$ cat src/rtl/mmc1_sx.sv
// MMC1 (SNROM/SOROM/SUROM/SXROM) mapper: serial register load with RMW write filter, outer PRG banking.
// Optional banked PRG-RAM at $6000-$7FFF is built when MMC1_PRG_RAM_EN is defined.
module mmc1_sx #(
   parameter int unsigned ADDR_BITS     = 23,
   parameter int unsigned PRG_ADDR_W    = 19,
   parameter int unsigned CHR_ADDR_W    = 17,
   parameter int unsigned PRG_RAM_BANKS = 4
) (
   input  logic                 m2,
   input  logic                 reset,
   input  logic [15:0]          cpu_addr,
   input  logic [7:0]           cpu_data_in,
   input  logic                 cpu_rw,
   input  logic [13:0]          ppu_addr,
   input  logic                 ppu_rd,
   input  logic                 ppu_wr,
   input  logic                 chr_ram,
   output logic [ADDR_BITS-1:0] prg_addr,
   output logic                 prg_oe,
   output logic                 prg_ram_ce,
   output logic                 prg_ram_we,
   output logic [14:0]          prg_ram_addr,
   output logic [ADDR_BITS-1:0] chr_addr,
   output logic                 chr_ce,
   output logic                 chr_oe,
   output logic                 chr_we,
   output logic                 ciram_ce,
   output logic                 ciram_a10
);

   logic [4:0] shift, control, chr0, chr1, prg;
   logic       last_wr;
   logic       wr_cycle;
   logic [4:0] shift_next;

   assign wr_cycle   = cpu_addr[15] & ~cpu_rw;
   assign shift_next = {cpu_data_in[0], shift[4:1]};

   // last_wr tracks every register write, filtered or not, so RMW dummy writes are dropped
   always_ff @(negedge m2) begin
      if (reset) begin
         shift   <= 5'b10000;
         control <= 5'b01100;
         chr0    <= '0;
         chr1    <= '0;
         prg     <= '0;
         last_wr <= 1'b0;
      end else begin
         last_wr <= wr_cycle;
         if (wr_cycle && !last_wr) begin
            if (cpu_data_in[7]) begin
               shift   <= 5'b10000;
               control <= control | 5'b01100;
            end else if (shift[0]) begin
               case (cpu_addr[14:13])
                  2'd0:    control <= shift_next;
                  2'd1:    chr0    <= shift_next;
                  2'd2:    chr1    <= shift_next;
                  default: prg     <= shift_next;
               endcase
               shift <= 5'b10000;
            end else begin
               shift <= shift_next;
            end
         end
      end
   end

   logic [3:0]           prg_sel;
   logic [18:0]          prg_full;
   logic [ADDR_BITS-1:0] prg_wide;
   logic [4:0]           chr_sel;
   logic [16:0]          chr_full;
   logic [ADDR_BITS-1:0] chr_wide;

   always_comb begin
      prg_sel = {prg[3:1], cpu_addr[14]};
      case (control[3:2])
         2'b10:   prg_sel = cpu_addr[14] ? prg[3:0] : 4'h0;
         2'b11:   prg_sel = cpu_addr[14] ? 4'hF : prg[3:0];
         default: prg_sel = {prg[3:1], cpu_addr[14]};
      endcase
   end

   assign prg_full = {chr0[4], prg_sel, cpu_addr[13:0]};
   assign chr_sel  = control[4] ? (ppu_addr[12] ? chr1 : chr0) : {chr0[4:1], ppu_addr[12]};
   assign chr_full = chr_ram ? {4'b0, ppu_addr[12:0]} : {chr_sel, ppu_addr[11:0]};
   assign prg_wide = ADDR_BITS'(prg_full);
   assign chr_wide = ADDR_BITS'(chr_full);

   // Bits past the implemented widths are zero-filled, never wrapped
   always_comb begin
      prg_addr = '0;
      chr_addr = '0;
      for (int unsigned i = 0; i < ADDR_BITS; i++) begin
         prg_addr[i] = (i < PRG_ADDR_W) ? prg_wide[i] : 1'b0;
         chr_addr[i] = (i < CHR_ADDR_W) ? chr_wide[i] : 1'b0;
      end
   end

   always_comb begin
      case (control[1:0])
         2'd0:    ciram_a10 = 1'b0;
         2'd1:    ciram_a10 = 1'b1;
         2'd2:    ciram_a10 = ppu_addr[10];
         default: ciram_a10 = ppu_addr[11];
      endcase
   end

   assign prg_oe   = cpu_rw & cpu_addr[15];
   assign chr_ce   = ~ppu_addr[13];
   assign ciram_ce = ~ppu_addr[13];
   assign chr_oe   = ~ppu_rd;
   assign chr_we   = chr_ram & ~ppu_wr;

`ifdef MMC1_PRG_RAM_EN
   logic       ram_sel;
   logic [1:0] ram_src;
   logic [1:0] ram_bank;

   assign ram_sel = (cpu_addr[15:13] == 3'b011);
   // Bank follows the CHR select currently latched onto the PPU bus
   assign ram_src = (control[4] && ppu_addr[12]) ? chr1[3:2] : chr0[3:2];

   always_comb begin
      ram_bank = 2'b00;
      if (PRG_RAM_BANKS >= 4)      ram_bank = ram_src;
      else if (PRG_RAM_BANKS == 2) ram_bank = {1'b0, ram_src[1]};
   end

   assign prg_ram_ce   = ram_sel & ~prg[4];
   assign prg_ram_we   = prg_ram_ce & ~cpu_rw;
   assign prg_ram_addr = {ram_bank, cpu_addr[12:0]};
`else
   logic unused_ram_cfg;

   assign unused_ram_cfg = prg[4] ^ (PRG_RAM_BANKS == 0);
   assign prg_ram_ce     = 1'b0;
   assign prg_ram_we     = 1'b0;
   assign prg_ram_addr   = '0;
`endif

endmodule

$ cat config.mk
export PLATFORM = sky130hd
export DESIGN_NAME = mmc1_sx
export DESIGN_NICKNAME = d
export VERILOG_FILES = /design/src/rtl/mmc1_sx.sv
export SDC_FILE = /design/constraint.sdc
export NUM_CORES = 1
export LEC_CHECK = 0
export CAP_MARGIN = 30
export CORE_MARGIN = 2
export CORE_UTILIZATION = 45
export DETAILED_ROUTE_END_ITERATION = 10
export DONT_BUFFER_PORTS = 1
export GPL_TIMING_DRIVEN = 0
export PLACE_DENSITY = 0.67
export SYNTH_ARGS = -nofsm -noshare
export SYNTH_HDL_FRONTEND = slang
export SYNTH_SLANG_ARGS = --single-unit
export TNS_END_PERCENT = 30
$ cat constraint.sdc
create_clock -name m2 -period 1.6 [get_ports m2]
set_input_delay 0.08 -clock m2 [delete_from_list [all_inputs] [get_ports m2]]
set_output_delay 0.08 -clock m2 [all_outputs]
set_load 0.005 [all_outputs]
==> results.toml, run 1 <==
[clock_network]
htree_levels = 1
clock_path_buffers = 2
cts.sinks = 25
cts_root_buf = "clkbuf_8"
ctsHoldBuffers = 0
cts_tree = "built"
cts.reportedPaths.clkPinSlew_ns = 0.05
numCtsBuffers = 3
clock_latency_ns = 0.35

[run_status]
status = "finished with violations"
violations = "negative setup slack"

[sta]
layout_setup_ws_ns = -0.3134
rsz0062_at_grt = "true"
skew_ns = 0.01276
finalSetupViolations = 18
hold_viol_final = 0
fin_hold_ws_ns = 0.1806
slew_viol_final = 0

[pwr]
leakagePower_nw = 1.080
power_mw = 1.614
vdd_drop_max_mv = 0.6306
p_per_area_mw_per_mm2 = 756.9

[setup_path]
regToRegSetupSlack_ns = 0.06
worstRegToRegCells = 5
critPathSlowestCell = "dfxtp_4"
critical_path_class = "register to primary output"
regToRegStartpoint = "last_wr$_SDFF_NP0_"
required_ns = 1.52
path_cells = "nand3_1 > a21oi_2"
cp_slowest_stage_delay_ns = 0.41
crit_fanout = 7
critPathLaunchType = "register"
cp-startpoint = "control[4]$_SDFFE_NP0P_"
crit_path_end = "chr_addr[16]"
crit_cells = 2
worstReg2RegEnd = "chr1[1]$_SDFFE_NP0P_"
cpLargestDelayFamily = "flip-flops"
critPathArrivalTime_ns = 1.83
path_buf_inv = 0
crit_path_end_kind = "primary output"

[floorplanning]
start_util = 0.4622
die_w_um = 64.86
num_rows = 22
core_area_mm2 = 0.003606
dieHeight_um = 64.86
die-area_mm2 = 0.004206
io_pins = 113

[drt]
wirelength_um = 3513
drt_pre_antenna_iters = 4
dr.first_iter.drc_count = 23
vias = 1407
viasPerCell = 4.568
drc_errors = 0
ant_nets = 0
avgRoutedWirePerCell_um = 11.41

[synthesis]
avgSynthCellArea_um2 = 8.210
synth_cell_types = 28
yosysWarningCount = 0
ys_seq_area_frac = 0.3003
synth-seq-cells = 25
netlist_instances = 203
syn_area_mm2 = 0.001667

[grt]
grt_pass1_wl_um = 5388
grt_usage = 0.1598
overflow = 0
grt_pass1_vias = 1255
grt_max_degree = 15
grt_antenna_before_repair = 0

[final_layout]
num_antenna_cells = 0
drive_gt1_frac = 0.3615
mostFrequentLayoutCell = "buf_4"
seq_area_um2 = 515.5
area_growth_pct = 27.93
final_cells = 308
post-route-util = 0.5913
filler_cell_count = 365
fin_area_mm2 = 0.002132
final_cell_mix = "57 x buf_4, 28 x inv_1, 27 x conb_1"
multiInputGateArea_um2 = 892.1
nets = 305

[place]
dpl-instance-area_mm2 = 0.001843
place_inst = 277
portBuffers = 0
gp_congestion = 0.7781
hpwlAfterDp_um = 2415

[run]
drv_cap = 0

[worst_hold_path]
hold_start = "chr_ram"
hp-class = "input port to primary output"
[registers in the layout (all words and copies together), names as in the netlist]
| name | count |
|---|---|
| chr0 | 5 |
| chr1 | 5 |
| control | 5 |
| shift | 5 |
| prg | 4 |
| last_wr | 1 |
[worst reg2reg max path: stages (launching register included)]
cell and delay [ns]:
dfxtp_1 0.32, or3b_1 0.39, clkbuf_8 0.17, nor4_4 0.22, buf_4 0.20, mux2i_1 0.18
[power breakdown]
part	total [mW]	switching (mW)	leakage, nW	internal (mW)
Combinational	0.202	0.0835	0.708	0.119
Clock	0.783	0.367	0.169	0.416
Sequential	0.628	0.00309	0.204	0.625
[Yosys cell counts, drive strengths merged]
cell type   n  share of area
nor3b       3          0.014
nand3       8          0.024
o21ai       2         0.0060
nand2b     26          0.098
nand4b      1         0.0053
dfxtp      25           0.30
mux2i      17           0.10
conb        1         0.0023
nor3        4          0.012
inv         4         0.0090
o21bai      1         0.0045
and2        2         0.0083
nor4        4          0.024
a31oi       1         0.0038
clkbuf      7          0.017
or3b        1         0.0053
nand2      11          0.025
nor2b       2         0.0075
nand4       1         0.0038
a211oi      2         0.0090
a21oi      17          0.051
nor2        6          0.014
nor4b       1         0.0053
buf        56           0.25
[worst min path at each step]
stage | endpoint | slack [ns] | cells past startpoint
6_report | chr_addr[16] | 0.18 | 1
5_1_grt | chr_addr[16] | 0.18 | 1
4_1_cts | chr_addr[16] | 0.18 | 1
3_5_place_dp | chr_oe | 0.19 | 1
3_3_place_gp | chr_oe | 0.19 | 1
2_1_floorplan | chr_oe | 0.19 | 1
[what timing repair did]
action	in CTS	in global routing
pin swaps	12	11
buffers inserted	3	0
gates resized for setup	26	9
setup endpoints to repair	20	27
[cell type report]
class / count / share of cell area
inverters: 3 / 0.005282
multi-input cells: 137 / 0.4184
plain buffers: 63 / 0.2183
clock buffers: 3 / 0.01937
well taps: 48 / 0.02817
clock inverters: 26 / 0.05810
flip-flops and latches: 25 / 0.2418
repair buffers: 3 / 0.01056
[per-stage QoR]
step / setup WS, ns / TNS (ns)
after CTS: -0.2894 / -3.608
after global routing: -0.3748 / -4.657
after global placement: -0.5922 / -7.824
final: -0.3134 / -3.458
after detailed placement: -0.6215 / -8.014
after floorplan: -0.4578 / -4.525
[cells by family after synthesis]
group | after synthesis | synth area share
simple gates | 70 | 0.2448
other cells | 1 | 0.002250
flops | 25 | 0.3003
mux | 17 | 0.1021
buf+inv | 67 | 0.2763
compound gates | 23 | 0.07433
[metal layers]
layer  share of wire  global-route usage
met1            0.39              0.1756
met2            0.50              0.2668
met3           0.089             0.06771
met4           0.012             0.07181
met5               0                   0
(Power assumes the default switching activity.)
==> run 2: changes to the inputs <==
--- a/config.mk
+++ b/config.mk
@@ -10,7 +10,6 @@
 export CORE_UTILIZATION = 45
 export DETAILED_ROUTE_END_ITERATION = 10
 export DONT_BUFFER_PORTS = 1
-export GPL_TIMING_DRIVEN = 0
 export PLACE_DENSITY = 0.67
 export SYNTH_ARGS = -nofsm -noshare
 export SYNTH_HDL_FRONTEND = slang
==> run 2 against run 1 <==
  * The flow still finishes with violations (negative setup slack)
  * Setup slack better by 0.013 ns
  * Total power down 18%
  * Wire length down 14%
  * Final cell count down 19%
  * Critical endpoint is now prg_addr[17]
  * Largest cell class unchanged
==> results.toml, run 2 (synthesis results as in run 1) <==
[run_status]
status = "finished with violations"
violations = "negative setup slack"

[setup_path]
crit_fanout = 7
crit_path_end_kind = "primary output"
worstRegToRegCells = 4
regToRegStartpoint = "last_wr$_SDFF_NP0_"
critical_path_class = "register to primary output"
regToRegSetupSlack_ns = 0.19
critPathArrivalTime_ns = 1.82
cp-startpoint = "control[3]$_SDFFE_NP1P_"
worstReg2RegEnd = "chr1[4]$_SDFFE_NP0P_"
critPathLaunchType = "register"
required_ns = 1.52

[floorplanning]
num_rows = 22
dieHeight_um = 64.86
core_area_mm2 = 0.003606
io_pins = 113
die_w_um = 64.86
die-area_mm2 = 0.004206
start_util = 0.4622

[final_layout]
seq_area_um2 = 513.0
area_growth_pct = -0.2255
drive_gt1_frac = 0.1675
multiInputGateArea_um2 = 859.6
post-route-util = 0.4611
filler_cell_count = 369
final_cells = 251
num_antenna_cells = 0
mostFrequentLayoutCell = "inv_1"
nets = 248
final_cell_mix = "28 x inv_1, 27 x conb_1, 25 x nand2b_1"

[grt]
grt_antenna_before_repair = 0
grt_max_degree = 35
grt_pass1_vias = 1068
grt_pass1_wl_um = 4478
grt_usage = 0.1364
overflow = 0

[run]
drv_cap = 0

[clock_network]
cts.sinks = 25
cts.reportedPaths.clkPinSlew_ns = 0.03
post_cts_buffers = 0
cts_root_buf = "clkbuf_8"
htree_levels = 1
clock_latency_ns = 0.35
numCtsBuffers = 3
clock_path_buffers = 2
ctsHoldBuffers = 0
cts_tree = "built"

[sta]
layout_setup_ws_ns = -0.3005
rsz0062_at_grt = "true"
skew_ns = 0.02298
setup_tns_ns = -2.685
finalSetupViolations = 11
slew_viol_final = 0
hold_viol_final = 0

[drt]
avgRoutedWirePerCell_um = 12.04
ant_nets = 0
viasPerCell = 4.753
wirelength_um = 3023
drt_pre_antenna_iters = 4
drc_errors = 0
vias = 1193
dr.first_iter.drc_count = 14

[pwr]
leakagePower_nw = 0.7749
p_per_area_mw_per_mm2 = 799.8
power_mw = 1.330
vdd_drop_max_mv = 0.5981

[worst_hold_path]
hold_start = "ppu_addr[4]"
min_path_cells = 0
hold_end = "chr_addr[4]"
hp-class = "input port to primary output"

[place]
gp_congestion = 0.7419
place_inst = 223
portBuffers = 0
hpwlAfterDp_um = 2070
## run 2: changes by cell type in the layout (fill, tap and decap cells not counted), sizes merged
cell	delta
clkinv	+1
clkbuf	-7
bufinv	-1
buf	-50
## run 2: per-layer routing
| layer | track usage | vias to the layer above | part of all wire |
|---|---|---|---|
| met4 | 0.09043 | 0 | 0.016 |
| met3 | 0.05556 | 6 | 0.069 |
| met1 | 0.1422 | 539 | 0.41 |
| li1 | - | 593 | - |
| met2 | 0.2242 | 55 | 0.51 |
| met5 | 0 | - | 0 |
## run 2: how the worst max path moves through the flow
stage                                 to  slack (ns)
finish                      prg_addr[17]       -0.30
global route                prg_addr[17]       -0.34
CTS                         chr_addr[16]       -0.29
detailed placement  chr1[0]$_SDFFE_NP0P_       -0.38
global placement    chr1[1]$_SDFFE_NP0P_       -0.37
floorplan           chr1[0]$_SDFFE_NP0P_       -0.46
## run 2: critical path: stages (launching register included)
cell and delay, ns:
dfxtp_4 0.38, nand2b_4 0.08, a21oi_2 0.16, nor2_1 0.07
## run 2: where the power goes
group | switching, mW | internal, mW | total (mW)
logic | 0.0410 | 0.0347 | 0.0757
registers | 0.00341 | 0.627 | 0.630
clock network | 0.363 | 0.261 | 0.624
total | 0.408 | 0.922 | 1.33
## run 2: area by class of cell
class	count	share of cell area
multi-input cells	137	0.5169
flip-flops and latches	25	0.3085
clock inverters	26	0.06170
repair buffers	9	0.04515
well taps	48	0.03612
clock buffers	3	0.02483
inverters	3	0.006772
## run 2: what timing repair did
| item | in CTS | in global routing |
|---|---|---|
| endpoints found under the hold margin | 0 | 0 |
| endpoints found under the setup margin | 16 | 16 |
| gates resized for setup | 20 | 4 |
| pin swaps | 7 | 3 |
## run 2: through the flow
| stage | hold WS [ns] | setup WS (ns) | area [µm²] |
|---|---|---|---|
| 3_3_place_gp | 0.1600 | -0.3693 | 1458 |
| 4_1_cts | 0.1600 | -0.2910 | 1650 |
| 6_report | 0.1600 | -0.3005 | 1663 |
| 2_1_floorplan | 0.1865 | -0.4578 | 1783 |
| 3_5_place_dp | 0.1600 | -0.3808 | 1458 |
| 5_1_grt | 0.1600 | -0.3445 | 1663 |
